`config.mk`:
```
export PLATFORM = sky130hd
export DESIGN_NAME = mem_port_arbiter_flat
export DESIGN_NICKNAME = d
export VERILOG_FILES = /design/src/rtl/mem_port_arbiter_pkg.sv /design/src/rtl/mem_port_arbiter_if.sv /design/src/rtl/mem_port_arbiter_starve_counter.sv /design/src/rtl/mem_port_arbiter.sv /design/src/flat_wrapper.sv
export SDC_FILE = /design/constraint.sdc
export NUM_CORES = 1
export LEC_CHECK = 0
export ABC_AREA = 1
export ABC_CLOCK_PERIOD_IN_PS = 3700
export CORE_AREA = 2 2 116 118
export CTS_CLUSTER_SIZE = 10
export DETAILED_ROUTE_END_ITERATION = 10
export DIE_AREA = 0 0 118 120
export GPL_TIMING_DRIVEN = 1
export SLEW_MARGIN = 10
export SYNTH_ARGS = -nofsm -noshare
export SYNTH_HDL_FRONTEND = slang
export SYNTH_SLANG_ARGS = --single-unit
```
`constraint.sdc`:
```
create_clock -name clk -period 3.7 [get_ports clk]
set_input_delay 0.925 -clock clk [delete_from_list [all_inputs] [get_ports clk]]
set_output_delay 0.925 -clock clk [all_outputs]
set_load 0.03 [all_outputs]
```
`src/rtl/mem_port_arbiter_pkg.sv`:
```
// Shared types and widths for the unified-memory port arbiter.
package mem_arb_pkg;

    localparam int unsigned ADDR_W = 30;
    localparam int unsigned DATA_W = 32;
    localparam int unsigned STRB_W = 4;

    // Owner of the memory read issued in the previous cycle.
    typedef enum logic [1:0] {
        OWN_NONE   = 2'd0,
        OWN_IFETCH = 2'd1,
        OWN_LOAD   = 2'd2,
        OWN_STORE  = 2'd3
    } owner_e;

endpackage

```
`src/rtl/mem_port_arbiter_if.sv`:
```
// Fetch, load/store and memory-side signals of the arbiter.
// slave: the arbiter's view; master: requesters plus memory.
interface mem_port_arbiter_if;
    import mem_arb_pkg::*;

    logic              i_req_valid;
    logic [ADDR_W-1:0] i_req_addr;
    logic              i_req_ready;
    logic              i_rsp_valid;
    logic [DATA_W-1:0] i_rsp_data;

    logic              d_req_valid;
    logic              d_req_we;
    logic [ADDR_W-1:0] d_req_addr;
    logic [DATA_W-1:0] d_req_wdata;
    logic [STRB_W-1:0] d_req_wstrb;
    logic              d_req_ready;
    logic              d_rsp_valid;
    logic [DATA_W-1:0] d_rsp_data;

    logic              mem_read_ready;
    logic [ADDR_W-1:0] mem_read_address;
    logic              mem_write_ready;
    logic [ADDR_W-1:0] mem_write_address;
    logic [DATA_W-1:0] mem_write_data;
    logic [STRB_W-1:0] mem_write_byte;
    logic [DATA_W-1:0] mem_read_data;

    modport slave (
        input  i_req_valid, i_req_addr,
        output i_req_ready, i_rsp_valid, i_rsp_data,
        input  d_req_valid, d_req_we, d_req_addr, d_req_wdata, d_req_wstrb,
        output d_req_ready, d_rsp_valid, d_rsp_data,
        output mem_read_ready, mem_read_address,
        output mem_write_ready, mem_write_address, mem_write_data, mem_write_byte,
        input  mem_read_data
    );

    modport master (
        output i_req_valid, i_req_addr,
        input  i_req_ready, i_rsp_valid, i_rsp_data,
        output d_req_valid, d_req_we, d_req_addr, d_req_wdata, d_req_wstrb,
        input  d_req_ready, d_rsp_valid, d_rsp_data,
        input  mem_read_ready, mem_read_address,
        input  mem_write_ready, mem_write_address, mem_write_data, mem_write_byte,
        output mem_read_data
    );

endinterface

```
`src/rtl/mem_port_arbiter_starve_counter.sv`:
```
// Saturating counter of consecutive cycles the fetch port was denied.
module arb_starve_counter #(
    parameter int unsigned LIMIT = 4,
    parameter int unsigned W     = 3
) (
    input  logic         clk,
    input  logic         reset,
    input  logic         inc,
    input  logic         clr,
    output logic [W-1:0] cnt,
    output logic         sat
);

    localparam logic [W-1:0] LIMIT_V = LIMIT[W-1:0];

    assign sat = (cnt == LIMIT_V);

    // Count denied cycles, hold at LIMIT, clear takes priority.
    always_ff @(posedge clk) begin
        if (reset || clr) begin
            cnt <= '0;
        end else if (inc && !sat) begin
            cnt <= cnt + 1'b1;
        end
    end

endmodule

```
`src/rtl/mem_port_arbiter.sv`:
```
// Single-port memory arbiter between instruction fetch (I) and load/store (D).
// D wins contention unless I has been starved STARVE_LIMIT cycles in a row.
module mem_port_arbiter
    import mem_arb_pkg::*;
#(
    parameter int unsigned STARVE_LIMIT = 4,
    parameter int unsigned CNT_W        = $clog2(STARVE_LIMIT + 1)
) (
    input  logic                clk,
    input  logic                reset,
    mem_port_arbiter_if.slave   bus
);

    owner_e           owner_q;
    owner_e           owner_d;
    logic [CNT_W-1:0] starve_cnt;
    logic             force_i;
    logic             grant_i;
    logic             grant_d;
    logic             starve_inc;
    logic             starve_clr;

    assign starve_inc = bus.i_req_valid & ~grant_i;
    assign starve_clr = grant_i | ~bus.i_req_valid;

    arb_starve_counter #(
        .LIMIT (STARVE_LIMIT),
        .W     (CNT_W)
    ) u_starve (
        .clk   (clk),
        .reset (reset),
        .inc   (starve_inc),
        .clr   (starve_clr),
        .cnt   (starve_cnt),
        .sat   (force_i)
    );

    // Grant selection, memory command mux and next owner.
    always_comb begin
        grant_i               = 1'b0;
        grant_d               = 1'b0;
        owner_d               = OWN_NONE;
        bus.mem_read_ready    = 1'b0;
        bus.mem_read_address  = '0;
        bus.mem_write_ready   = 1'b0;
        bus.mem_write_address = '0;
        bus.mem_write_data    = '0;
        bus.mem_write_byte    = '0;

        if (!reset) begin
            grant_i = bus.i_req_valid & (force_i | ~bus.d_req_valid);
            grant_d = bus.d_req_valid & ~grant_i;
        end

        if (grant_i) begin
            owner_d              = OWN_IFETCH;
            bus.mem_read_ready   = 1'b1;
            bus.mem_read_address = bus.i_req_addr;
        end else if (grant_d && !bus.d_req_we) begin
            owner_d              = OWN_LOAD;
            bus.mem_read_ready   = 1'b1;
            bus.mem_read_address = bus.d_req_addr;
        end else if (grant_d) begin
            owner_d               = OWN_STORE;
            bus.mem_write_ready   = 1'b1;
            bus.mem_write_address = bus.d_req_addr;
            bus.mem_write_data    = bus.d_req_wdata;
            bus.mem_write_byte    = bus.d_req_wstrb;
        end
    end

    // Owner register: which requester the memory's read data belongs to.
    always_ff @(posedge clk) begin
        if (reset) begin
            owner_q <= OWN_NONE;
        end else begin
            owner_q <= owner_d;
        end
    end

    // Response decode; gating with reset drops a read in flight at reset.
    always_comb begin
        bus.i_req_ready = grant_i;
        bus.d_req_ready = grant_d;
        bus.i_rsp_valid = ~reset & (owner_q == OWN_IFETCH);
        bus.d_rsp_valid = ~reset & (owner_q == OWN_LOAD);
        bus.i_rsp_data  = bus.mem_read_data;
        bus.d_rsp_data  = bus.mem_read_data;
    end

endmodule

```
`src/flat_wrapper.sv`:
```
// flat-port wrapper written by rule: the top's interface ports become plain ports
module mem_port_arbiter_flat import mem_arb_pkg::*;
#(
    parameter int unsigned STARVE_LIMIT = 4,
    parameter int unsigned CNT_W        = $clog2(STARVE_LIMIT + 1)
)
  (clk, reset, bus_i_req_valid, bus_i_req_addr, bus_i_req_ready, bus_i_rsp_valid, bus_i_rsp_data, bus_d_req_valid, bus_d_req_we, bus_d_req_addr, bus_d_req_wdata, bus_d_req_wstrb, bus_d_req_ready, bus_d_rsp_valid, bus_d_rsp_data, bus_mem_read_ready, bus_mem_read_address, bus_mem_write_ready, bus_mem_write_address, bus_mem_write_data, bus_mem_write_byte, bus_mem_read_data);
  mem_port_arbiter_if bus_i ();
  input  logic clk;
  input  logic reset;
  input wire logic [$bits(bus_i.i_req_valid)-1:0] bus_i_req_valid;
  input wire logic [$bits(bus_i.i_req_addr)-1:0] bus_i_req_addr;
  output wire logic [$bits(bus_i.i_req_ready)-1:0] bus_i_req_ready;
  output wire logic [$bits(bus_i.i_rsp_valid)-1:0] bus_i_rsp_valid;
  output wire logic [$bits(bus_i.i_rsp_data)-1:0] bus_i_rsp_data;
  input wire logic [$bits(bus_i.d_req_valid)-1:0] bus_d_req_valid;
  input wire logic [$bits(bus_i.d_req_we)-1:0] bus_d_req_we;
  input wire logic [$bits(bus_i.d_req_addr)-1:0] bus_d_req_addr;
  input wire logic [$bits(bus_i.d_req_wdata)-1:0] bus_d_req_wdata;
  input wire logic [$bits(bus_i.d_req_wstrb)-1:0] bus_d_req_wstrb;
  output wire logic [$bits(bus_i.d_req_ready)-1:0] bus_d_req_ready;
  output wire logic [$bits(bus_i.d_rsp_valid)-1:0] bus_d_rsp_valid;
  output wire logic [$bits(bus_i.d_rsp_data)-1:0] bus_d_rsp_data;
  output wire logic [$bits(bus_i.mem_read_ready)-1:0] bus_mem_read_ready;
  output wire logic [$bits(bus_i.mem_read_address)-1:0] bus_mem_read_address;
  output wire logic [$bits(bus_i.mem_write_ready)-1:0] bus_mem_write_ready;
  output wire logic [$bits(bus_i.mem_write_address)-1:0] bus_mem_write_address;
  output wire logic [$bits(bus_i.mem_write_data)-1:0] bus_mem_write_data;
  output wire logic [$bits(bus_i.mem_write_byte)-1:0] bus_mem_write_byte;
  input wire logic [$bits(bus_i.mem_read_data)-1:0] bus_mem_read_data;
  assign bus_i.i_req_valid = bus_i_req_valid;
  assign bus_i.i_req_addr = bus_i_req_addr;
  assign bus_i_req_ready = bus_i.i_req_ready;
  assign bus_i_rsp_valid = bus_i.i_rsp_valid;
  assign bus_i_rsp_data = bus_i.i_rsp_data;
  assign bus_i.d_req_valid = bus_d_req_valid;
  assign bus_i.d_req_we = bus_d_req_we;
  assign bus_i.d_req_addr = bus_d_req_addr;
  assign bus_i.d_req_wdata = bus_d_req_wdata;
  assign bus_i.d_req_wstrb = bus_d_req_wstrb;
  assign bus_d_req_ready = bus_i.d_req_ready;
  assign bus_d_rsp_valid = bus_i.d_rsp_valid;
  assign bus_d_rsp_data = bus_i.d_rsp_data;
  assign bus_mem_read_ready = bus_i.mem_read_ready;
  assign bus_mem_read_address = bus_i.mem_read_address;
  assign bus_mem_write_ready = bus_i.mem_write_ready;
  assign bus_mem_write_address = bus_i.mem_write_address;
  assign bus_mem_write_data = bus_i.mem_write_data;
  assign bus_mem_write_byte = bus_i.mem_write_byte;
  assign bus_i.mem_read_data = bus_mem_read_data;
  mem_port_arbiter #(.STARVE_LIMIT(STARVE_LIMIT), .CNT_W(CNT_W)) u_core (.clk(clk), .reset(reset), .bus(bus_i));
endmodule
```
==> results of run 1 <==
-- cell families (layout without fill, tap and decap cells) --
group	count (synthesis)	after routing	synth area share, %
AO/OA/AOI/OAI	2	2	0.564
AND/OR/NAND/NOR	176	176	43.7
buffers and inverters	156	287	48.2
XOR/XNOR	1	1	0.494
adder cells (fa/ha/maj)	2	2	1.41
flip-flops	5	5	5.64
-- worst max-delay path, delay by kind of cell --
family / cells / cell delay (ns)
buffers and inverters: 2 / 1.27
and+or+nand+nor: 1 / 0.25
-- flip-flops by register name, indices dropped and copies added, names as in the netlist --
signal	cells
u_core.u_starve.cnt	3
u_core.owner_q	2
-- cells in the mapped netlist, drive strengths merged --
cell type | n | share of area, %
buf | 78 | 32
nor2 | 74 | 17
inv | 73 | 15
nand2 | 67 | 15
nand4 | 30 | 11
clkbuf | 5 | 1.1
dfxtp | 5 | 5.6
ha | 2 | 1.4
nand3 | 2 | 0.85
nand3b | 2 | 0.85
a21oi | 1 | 0.28
nor3 | 1 | 0.28
o21ai | 1 | 0.28
xor2 | 1 | 0.49
-- stage by stage --
step / hold WS, ns / utilization (%)
floorplan: 0.506 / -
global placement: 0.518 / 25.8
detailed placement: 0.540 / 25.8
CTS: 0.546 / 26.4
global route: 0.585 / 26.4
finish: 0.551 / 26.4
-- where the power goes --
group	internal, W	total (W)	switching (W)
Clock	0.000143	0.000178	0.0000355
Combinational	0.000168	0.000336	0.000169
Sequential	0.0000566	0.0000576	0.00000103
Total	0.000367	0.000572	0.000205
-- routing by layer --
layer / share of wire, % / vias up / GRT usage, %
li1: - / 1204 / -
met3: 12 / 30 / 3.80
met4: 4.2 / 0 / 4.52
met2: 49 / 191 / 18.3
met5: 0 / - / 0
met1: 34 / 1061 / 9.54
-- final cells by class --
class | instances | area [um^2] | share of cell area [%]
repair buffers | 210 | 1930 | 56.5
well taps | 176 | 220 | 6.43
flip-flops and latches | 5 | 100 | 2.92
multi-input cells | 181 | 818 | 23.9
clock buffers | 4 | 78.8 | 2.30
inverters | 73 | 274 | 8.00
-- final timing paths --
kind / slack (ns) / start / end
setup / recovery: 0.33 / reset / bus_d_rsp_valid
hold / removal: 0.55 / u_core.u_starve.cnt[2] / u_core.u_starve.cnt[1]
setup reg to reg: 2.13 / u_core.u_starve.cnt[0] / u_core.owner_q[0]
hold reg to reg: 0.55 / u_core.u_starve.cnt[2] / u_core.u_starve.cnt[1]
==> results.md, run 1 <==
Floorplanning:
- The die is 118 um wide.
- The core region area is 0.0130 mm^2.
- The effective utilization at floorplan is 13.7%.
- The die is 120 um tall.
- The die area is 0.0142 mm^2.
- The number of standard-cell rows in the floorplan is 42.
- The number of ports placed on the die boundary is 299.

Global route:
- The first-pass GRT wire length is 11300 um.
- After global routing the overflow that remains totals 0.
- The initial antenna violation count was 0.
- Global routing used 9.82% of the available tracks.
- The number of global-route vias before repair came to 2309.
- Entering global routing, the biggest net connects 69 pins.

Critical path:
- The required time at the worst-slack endpoint is 2.77 ns.
- The number of cells on the worst reg-to-reg path is 10.
- The delay of the slowest cell on the worst path is 0.69 ns.
- The worst setup path is of the in -> out kind.
- The launching element type of the critical path is a primary input.
- The slowest stage of the critical path belongs to the cell sky130_fd_sc_hd__clkdlybuf4s50_1.
- Traced cell by cell, the critical path runs through clkdlybuf4s50_1 -> nor3_1 -> clkdlybuf4s50_1.
- Along the worst path, the maximum fanout reaches 7.
- The most frequent cell on the critical path is sky130_fd_sc_hd__clkdlybuf4s50_1.
- The worst setup path is captured at a primary output.
- The critical path data arrival time is 2.44 ns.

Clock network:
- Counting every sink on the clock net gives 5.
- The number of resized instances in the post-cts repair step is 0.
- The clock input transition at the sequential cells of the worst setup and hold paths is 0.03 ns.
- The number of buffers inserted by hold repair at cts is 0.
- TritonCTS built the clock tree.
- The TritonCTS buffer count is 3.
- In this run the deepest clock path goes through 2 buffers.
- The cell chosen for the clock root is sky130_fd_sc_hd__clkbuf_16.
- In this run the number of H-tree levels came out at 1.
- At the later pin of the worst-skew pair, clock insertion delay measures 0.23 ns.
- The buffer count from post-CTS setup fixing is 0.

Finish:
- The filler cell count is 1431.
- The antenna cell count is 0.
- The number of standard cells in the final layout excluding fillers is 649.
- The library cell used most frequently in the layout, excluding fill and tap cells, is sky130_fd_sc_hd__clkdlybuf4s50_1.
- The final layout net count is 609.
- Cells with a size suffix above 1 make up 24.3% of the layout.
- In the layout the commonest cells are sky130_fd_sc_hd__clkdlybuf4s50_1, sky130_fd_sc_hd__buf_4, sky130_fd_sc_hd__inv_1, sky130_fd_sc_hd__nor2_1, sky130_fd_sc_hd__nand2_1.
- After routing the design area is 0.00343 mm^2.
- Relative to the synthesized area, the layout overhead comes to 93.1%.

Routing:
- The count of vias placed by the detailed router is 2486.
- The detailed router finished its first iteration with 56 violations.
- The total wire length after detailed routing is 7530 um.
- After detailed routing, the number of vias per cell comes to 3.83.
- In the final routed layout, each cell accounts on average for 11.6 um.
- In the routed design, unresolved DRC markers number 0.
- The count of nets left with antenna violations once routing finished came out at 0.
- Before antenna repair, the detailed router went through 6 iterations.

Power and ir drop:
- The power density over cell area is 167 mW/mm^2.
- After layout, the design draws a total of 0.000572 W.
- The largest vdd supply drop is 116 uV.
- Summed over all cells, the static leakage comes to 1.92 nW.

STA:
- The total count of hold-check failures in the final report is 0.
- The final period utilization is 91.1%.
- The measured slew at the worst slew-check pin is 0.376 ns.
- Setup repair after global routing left no endpoint under its margin.
- The final critical-path setup slack is 0.331 ns.
- The setup TNS is 0 ns.
- The clock period could shrink to 3.37 ns.
- The worst pin sits at a relative slew slack of 75.0%.
- The maximum clock skew at final layout is 0.00322 ns.
- The setup violation total in the final timing report is 0.
- The maximum clock frequency is 0.297 GHz.
- The count of pins over their slew limit is 0.

Place:
- Once placement completed, the tool counted placed cells totaling 645.
- The HPWL after detailed placement is 6250 um.
- The post-place setup slack is 0.323 ns.
- The post-detailed-placement cell area is 0.00335 mm^2.
- At the end of routability-driven placement, the weighted congestion stood at 0.778.
- The quantity of I/O buffers inserted on ports is 202.

Yosys:
- The count of cell types in the netlist is 21.
- The number of nets produced by synthesis is 477.
- The total standard cell area after synthesis is 0.00177 mm^2.
- The number of synthesized register bits is 5.
- The sequential area share after synthesis is 5.64%.
- The synthesized netlist cell count is 342.
- The synthesized area per cell is 5.19 um^2.
- For this run, the number of Yosys warnings is 0.

Flow run:
- The tool flagged a number of max-cap violations equal to 0.

Min path:
- The number of cells traversed by the worst hold path is 2.
- The path class of the lowest-slack min-delay path is reg -> reg.

Status:
- The flow ran to the end, and the final reports show no timing, DRC or antenna violations.
Note: power is estimated with default switching activity, not from simulation.
==> inputs of run 2 (changes only) <==
--- a/config.mk
+++ b/config.mk
@@ -6,13 +6,12 @@
 export NUM_CORES = 1
 export LEC_CHECK = 0
 export ABC_AREA = 1
-export ABC_CLOCK_PERIOD_IN_PS = 3700
+export ABC_CLOCK_PERIOD_IN_PS = 4200
 export CORE_AREA = 2 2 116 118
 export CTS_CLUSTER_SIZE = 10
 export DETAILED_ROUTE_END_ITERATION = 10
 export DIE_AREA = 0 0 118 120
 export GPL_TIMING_DRIVEN = 1
-export SLEW_MARGIN = 10
 export SYNTH_ARGS = -nofsm -noshare
 export SYNTH_HDL_FRONTEND = slang
 export SYNTH_SLANG_ARGS = --single-unit
==> constraint.sdc (replaced) <==
create_clock -name clk -period 4.2 [get_ports clk]
set_input_delay 1.05 -clock clk [delete_from_list [all_inputs] [get_ports clk]]
set_output_delay 1.05 -clock clk [all_outputs]
set_load 0.03 [all_outputs]
==> results.md, run 2 (synthesis gave the netlist of run 1 again) <==
Floorplanning:
- The number of standard-cell rows in the floorplan is 42 (unchanged).
- The core region area was 0.0130 mm^2 (unchanged).
- The effective utilization at floorplan is 13.7% (unchanged).
- The number of ports placed on the die boundary is 299 (unchanged).
- The height of the die is 120 um (unchanged).
- The die area came to 0.0142 mm^2 (unchanged).
- The x dimension of the die came to 118 um (unchanged).

Power and ir drop:
- The largest vdd supply drop came to 88.1 uV (-24%).
- The power density over cell area is 147 mW/mm^2 (-12%).
- The leakage power is 1.91 nW (-0.41%).

STA:
- The worst path needs 3.76 ns of the cycle, external delays included.
- The final period utilization is 89.5%.
- The maximum clock skew at final layout is 0.000165 ns (-0.00306 ns).
- The count of pins over their slew limit is 0 (unchanged).
- The measured slew at the worst slew-check pin is 0.394 ns (+0.0180 ns).
- The total count of hold-check failures in the final report is 0 (unchanged).
- The worst slack on hold paths came to 0.547 ns (-0.00388 ns).
- Setup repair after global routing left no endpoint under its margin.
- The setup TNS is 0 ns (unchanged).
- The relative max-transition margin is 73.8% (-1.2 points).
- Based on the critical path, the design can be clocked at up to 0.266 GHz.
- The setup violation total in the final timing report was 0 (unchanged).

Place:
- The quantity of I/O buffers inserted on ports came to 202 (unchanged).
- The number of instances in the placed design is 644 (-0.16%).
- The HPWL after detailed placement is 6450 um (+3.2%).
- The last weighted congestion value of the routability-driven placer is 0.864 (+11%).

Clock network:
- The insertion delay of the later-clocked pin in the worst-skew pair is 0.22 ns (about the same).
- The clock input transition at the sequential cells of the worst setup and hold paths was 0.03 ns (about the same).
- The number of resized instances in the post-cts repair step came to 0 (unchanged).
- The number of clock sinks came to 5 (unchanged).
- The number of buffers inserted by hold repair at cts is 0 (unchanged).
- The TritonCTS clock tree is built.
- The TritonCTS buffer count is 3 (unchanged).
- The cell chosen for the clock root is sky130_fd_sc_hd__clkbuf_16.
- The buffer count from post-CTS setup fixing is 0 (unchanged).
- The maximum count of clock buffers along a single path came to 2 (unchanged).
- The number of H-tree branching levels is 1 (unchanged).

Finish:
- The fraction of final layout cells with drive strength greater than 1 came to 24.2% (-0.16 points).
- The final layout net count is 608 (-0.16%).
- The number of standard cells in the final layout excluding fillers is 648 (-0.15%).
- The top register by number of flip-flops is u_core.u_starve.cnt.
- The most common cell after layout, fill and taps aside is sky130_fd_sc_hd__clkdlybuf4s50_1.
- In the layout the commonest cells are sky130_fd_sc_hd__clkdlybuf4s50_1, sky130_fd_sc_hd__buf_4, sky130_fd_sc_hd__inv_1, sky130_fd_sc_hd__nor2_1, sky130_fd_sc_hd__nand2_1.
- The filler cell count is 1431 (unchanged).
- The antenna cell count is 0 (unchanged).
- The layout-stage area growth over the synthesis result is 92.0%.
- The number of flip-flops under the largest register name is 3 (unchanged).
- In the final layout, the registers with the most flip-flops are u_core.u_starve.cnt: 3 flops, u_core.owner_q: 2 flops.

Critical path:
- The required time at the worst-slack endpoint is 3.15 ns (+0.38 ns).
- The reg-to-reg startpoint is u_core.u_starve.cnt[0].
- The worst setup path endpoint is bus_d_req_ready.
- The flop-to-flop setup slack came to 2.61 ns (+0.48 ns).
- STA classifies the critical path endpoint as a primary output.
- The critical path is of the in -> out type.
- The critical path data arrival time is 2.71 ns (+0.27 ns).
- The worst register-to-register path ends at u_core.owner_q[0].
- The worst-case reg-to-reg path depth is 8 (-2).
- STA classifies the critical path startpoint as a primary input.
- The highest net fanout along the worst path is 13 (+6).
- The critical path starts at bus_d_req_valid.

Min path:
- In this run the worst hold path is classified as reg -> reg.

Global route:
- The global-route usage over all layers was 10.3% (+0.48 points).
- The pin count of the biggest net entering global routing is 69 (unchanged).
- The number of global-route vias before repair is 2400 (+3.9%).
- The total grt overflow is 0 (unchanged).
- The initial antenna violation count is 0 (unchanged).
- The first-pass GRT wire length is 11800 um (+4.0%).

Routing:
- The detailed-routing iteration count for the pre-antenna-repair pass is 4 (-2).
- The final routed DRC violation total is 0 (unchanged).
- The count of vias placed by the detailed router was 2453 (-1.3%).
- The average vias per placed instance came to 3.79 (-1.2%).
- The total wire length after detailed routing is 7940 um (+5.3%).
- The residual antenna-violating net count after detailed routing is 0 (unchanged).
- The per-cell routed wire length was 12.2 um (+5.5%).
- The starting DRC count in detailed routing is 87 (+55%).

Status:
- The flow ran to the end, and the final reports show no timing, DRC or antenna violations.

Flow run:
- The count of maximum capacitance violations is 0 (unchanged).
==> run 2: cell types whose count changed in the layout (fill, tap and decap cells not counted), sizes merged <==
cell / change
buf: -1
==> run 2: stage by stage <==
stage          setup slack (ns)  instance area [um^2]  util (%)  total power (W)
5_1_grt                   0.355                  3410      26.2         0.000527
4_1_cts                   0.432                  3410      26.2         0.000505
6_report                  0.442                  3410      26.2         0.000500
2_1_floorplan              1.13                  1770         -         0.000290
3_3_place_gp              0.450                  3330      25.6         0.000345
3_5_place_dp              0.433                  3330      25.6         0.000350
==> run 2: power breakdown <==
part,switching [W],internal [W]
Clock,0.0000273,0.000125
Sequential,0.000000896,0.0000498
Combinational,0.000150,0.000146
Total,0.000178,0.000322
==> run 2: cell type report <==
| type | instances | area (um^2) | area share, % |
|---|---|---|---|
| flip-flops and latches | 5 | 100 | 2.94 |
| inverters | 73 | 274 | 8.05 |
| clock buffers | 4 | 78.8 | 2.31 |
| multi-input cells | 181 | 818 | 24.0 |
| repair buffers | 209 | 1910 | 56.2 |
| well taps | 176 | 220 | 6.47 |
==> run 2: how the worst min path moves through the flow <==
stage	start	end	slack, ns	depth (start not counted)
final	u_core.u_starve.cnt[2]	u_core.u_starve.cnt[1]	0.55	2
after global routing	u_core.u_starve.cnt[2]	u_core.u_starve.cnt[2]	0.59	2
after CTS	u_core.u_starve.cnt[2]	u_core.u_starve.cnt[1]	0.55	2
after detailed placement	u_core.u_starve.cnt[2]	u_core.u_starve.cnt[1]	0.55	2
after global placement	u_core.u_starve.cnt[2]	u_core.u_starve.cnt[1]	0.52	2
after floorplan	u_core.u_starve.cnt[2]	u_core.u_starve.cnt[1]	0.51	2
==> run 2: layer usage <==
| metal | vias up | track usage (%) | part of all wire, % |
|---|---|---|---|
| met5 | - | 0 | 0 |
| met4 | 0 | 4.97 | 4.2 |
| met3 | 29 | 3.23 | 11 |
| met2 | 180 | 19.6 | 49 |
| met1 | 1045 | 10.1 | 36 |
| li1 | 1199 | - | - |
==> run 2: worst max-delay path, cell delays in order <==
cell and delay (ns):
sky130_fd_sc_hd__clkdlybuf4s50_1 0.51, sky130_fd_sc_hd__nand2_1 0.10, sky130_fd_sc_hd__nand2_4 0.18, sky130_fd_sc_hd__nand2_1 0.09, sky130_fd_sc_hd__nor2_1 0.09, sky130_fd_sc_hd__clkdlybuf4s50_1 0.67
==> inputs of run 3 (changes only) <==
--- a/config.mk
+++ b/config.mk
@@ -11,7 +11,7 @@
 export CTS_CLUSTER_SIZE = 10
 export DETAILED_ROUTE_END_ITERATION = 10
 export DIE_AREA = 0 0 118 120
-export GPL_TIMING_DRIVEN = 1
+export GPL_TIMING_DRIVEN = 0
 export SYNTH_ARGS = -nofsm -noshare
 export SYNTH_HDL_FRONTEND = slang
 export SYNTH_SLANG_ARGS = --single-unit
==> results.md, run 3 (synthesis gave the netlist of run 1 again) <==
Finish:
- The final layout net count was 748 (+23%).
- Counting flops per register, the top entry is u_core.u_starve.cnt.
- Relative to the synthesized area, the layout overhead comes to 165%.
- The largest registers in the layout are u_core.u_starve.cnt: 3 flops, u_core.owner_q: 2 flops.
- The fraction of final layout cells with drive strength greater than 1 is 14.7% (-9.4 points).
- The most common cell after layout, fill and taps aside is sky130_fd_sc_hd__clkdlybuf4s50_1.
- The number of flip-flops under the largest register name was 3 (unchanged).
- The antenna cell count is 0 (unchanged).
- In the layout the commonest cells are sky130_fd_sc_hd__clkdlybuf4s50_1, sky130_fd_sc_hd__inv_1, sky130_fd_sc_hd__nor2_1.

STA:
- The measured slew at the worst slew-check pin is 0.520 ns (+0.127 ns).
- The time the final worst path needs with I/O delays and setup is 4.11 ns (+0.348 ns).
- The relative max-transition margin is 65.3% (-8.4 points).
- The maximum clock frequency is 0.244 GHz (-8.5%).
- The maximum clock skew at final layout is 0.0000829 ns (-0.0000821 ns).
- The worst slack on hold paths is 0.559 ns (+0.0115 ns).
- The total count of hold-check failures in the final report came to 0 (unchanged).
- The final period utilization came to 97.8% (+8.3 points).
- The setup violation total in the final timing report was 0 (unchanged).
- Setup repair after global routing left no endpoint under its margin.
- The count of pins over their slew limit is 0 (unchanged).
- The final critical-path setup slack came to 0.0941 ns (-0.348 ns).

Global route:
- The met1 capacity usage during global routing is 12.7% (+2.6 points).
- The met3 track demand over resource was 3.94% (+0.71 points).
- The total grt overflow is 0 (unchanged).
- The global-route usage over all layers is 12.7% (+2.4 points).
- The initial antenna violation count is 0 (unchanged).
- The routing usage on met2 was 26.1% (+6.5 points).
- The pin count of the biggest net entering global routing came to 11 (-84%).
- The number of global-route vias before repair is 2898 (+21%).
- The first-pass GRT wire length is 14500 um (+24%).
- The routing layer with the top usage in global route is met2.

Clock network:
- The number of clock sinks was 5 (unchanged).
- The number of H-tree branching levels is 1 (unchanged).
- The clock input transition at the sequential cells of the worst setup and hold paths came to 0.03 ns (about the same).
- The insertion delay of the later-clocked pin in the worst-skew pair came to 0.22 ns (about the same).
- The TritonCTS buffer count came to 3 (unchanged).
- The maximum count of clock buffers along a single path came to 2 (unchanged).
- The number of buffers inserted by hold repair at cts is 0 (unchanged).
- TritonCTS built the clock tree.
- The cell chosen for the clock root is sky130_fd_sc_hd__clkbuf_16.

Status:
- The run finished with clean final reports.

Routing:
- The residual antenna-violating net count after detailed routing is 0 (unchanged).
- The per-cell routed wire length was 12.7 um (+3.3%).
- The average vias per placed instance is 3.77 (-0.54%).
- The final routed DRC violation total was 0 (unchanged).
- The total wire length after detailed routing is 9970 um (+26%).
- The detailed-routing iteration count for the pre-antenna-repair pass came to 4 (unchanged).
- The count of vias placed by the detailed router is 2967 (+21%).
- The starting DRC count in detailed routing came to 76 (-13%).

Critical path:
- The required time at the worst-slack endpoint is 3.15 ns (about the same).
- The critical path data arrival time came to 3.06 ns (+0.35 ns).
- The highest net fanout along the worst path is 10 (-3).
- The signal on the critical path passes through clkdlybuf4s50_1 -> nor2_4 -> buf_2 -> nand4_1 -> nand2_1 -> clkdlybuf4s50_1.
- The most frequent cell on the critical path is sky130_fd_sc_hd__clkdlybuf4s50_1.
- The slowest stage of the critical path belongs to the cell sky130_fd_sc_hd__clkdlybuf4s50_1.
- The delay of the slowest cell on the worst path came to 0.68 ns (about the same).
- The launching element type of the critical path is a primary input.
- The worst setup path is captured at a primary output.
- The kind of critical path is in -> out.

Power and ir drop:
- The power density over cell area is 143 mW/mm^2 (-2.6%).
- The largest vdd supply drop came to 102 uV (+16%).
- The leakage power came to 2.86 nW (+49%).

Floorplanning:
- The x dimension of the die is 118 um (unchanged).
- The height of the die is 120 um (unchanged).
- The die area is 0.0142 mm^2 (unchanged).
- The number of standard-cell rows in the floorplan is 42 (unchanged).
- The core region area came to 0.0130 mm^2 (unchanged).
- The number of ports placed on the die boundary is 299 (unchanged).
- The effective utilization at floorplan is 13.7% (unchanged).

Min path:
- The tightest min-delay check is of the reg -> reg type.

Place:
- The post-place setup slack is -0.259 ns (-0.692 ns).
- The quantity of I/O buffers inserted on ports is 266 (+32%).
- The last weighted congestion value of the routability-driven placer is 0.780 (-9.7%).
- The HPWL after detailed placement is 8740 um (+35%).

Flow run:
- The count of maximum capacitance violations is 0 (unchanged).
## run 3: power by group
group | leakage, nW | switching (W) | internal [W]
Clock | 0.0382 | 0.0000289 | 0.000126
Combinational | 2.78 | 0.000235 | 0.000232
Sequential | 0.0410 | 0.000000850 | 0.0000498
## run 3: worst paths after layout
kind	end	depth (start not counted)	from	slack (ns)
worst max register to register	u_core.owner_q[0]	9	u_core.u_starve.cnt[0]	2.57
worst max-delay path	bus_mem_read_address[5]	6	reset	0.09
worst min-delay path	u_core.u_starve.cnt[1]	2	u_core.u_starve.cnt[2]	0.56
worst min register to register	u_core.u_starve.cnt[1]	2	u_core.u_starve.cnt[2]	0.56
## run 3: layout make-up
class	instances	area, um^2
buffer	83	588
tap	176	220
fill	1427	8280
inverter	73	274
multi-input combinational	181	818
clock buffer	4	78.8
sequential	5	100
timing repair buffer	266	2620
## run 3: metrics by stage
stage / cells / setup TNS, ns / power (W) / utilization [%] / area (um^2)
finish: 788 / 0 / 0.000671 / 36.2 / 4700
global route: 788 / 0 / 0.000705 / 36.2 / 4700
CTS: 788 / 0 / 0.000679 / 35.9 / 4660
detailed placement: 784 / -6.80 / 0.000534 / 35.9 / 4660
global placement: 784 / -4.97 / 0.000529 / 35.9 / 4660
floorplan: 342 / 0 / 0.000290 / - / 1770
## run 3: critical path: cells and delay by family
kind          cells  cell delay [ns]
buf+inv           3             1.53
simple gates      3             0.48
## run 3: timing repair
| item | CTS | global route |
|---|---|---|
| setup endpoints to repair | 87 | 25 |
| gates resized for setup | 70 | 24 |
| pin swaps | 0 | 0 |
| setup buffers | 0 | 0 |
## run 3: metal layers
metal	part of all wire, %	vias up
li1	-	1485
met1	35	1299
met2	54	179
met3	11	4
met4	0.48	0
met5	0	-
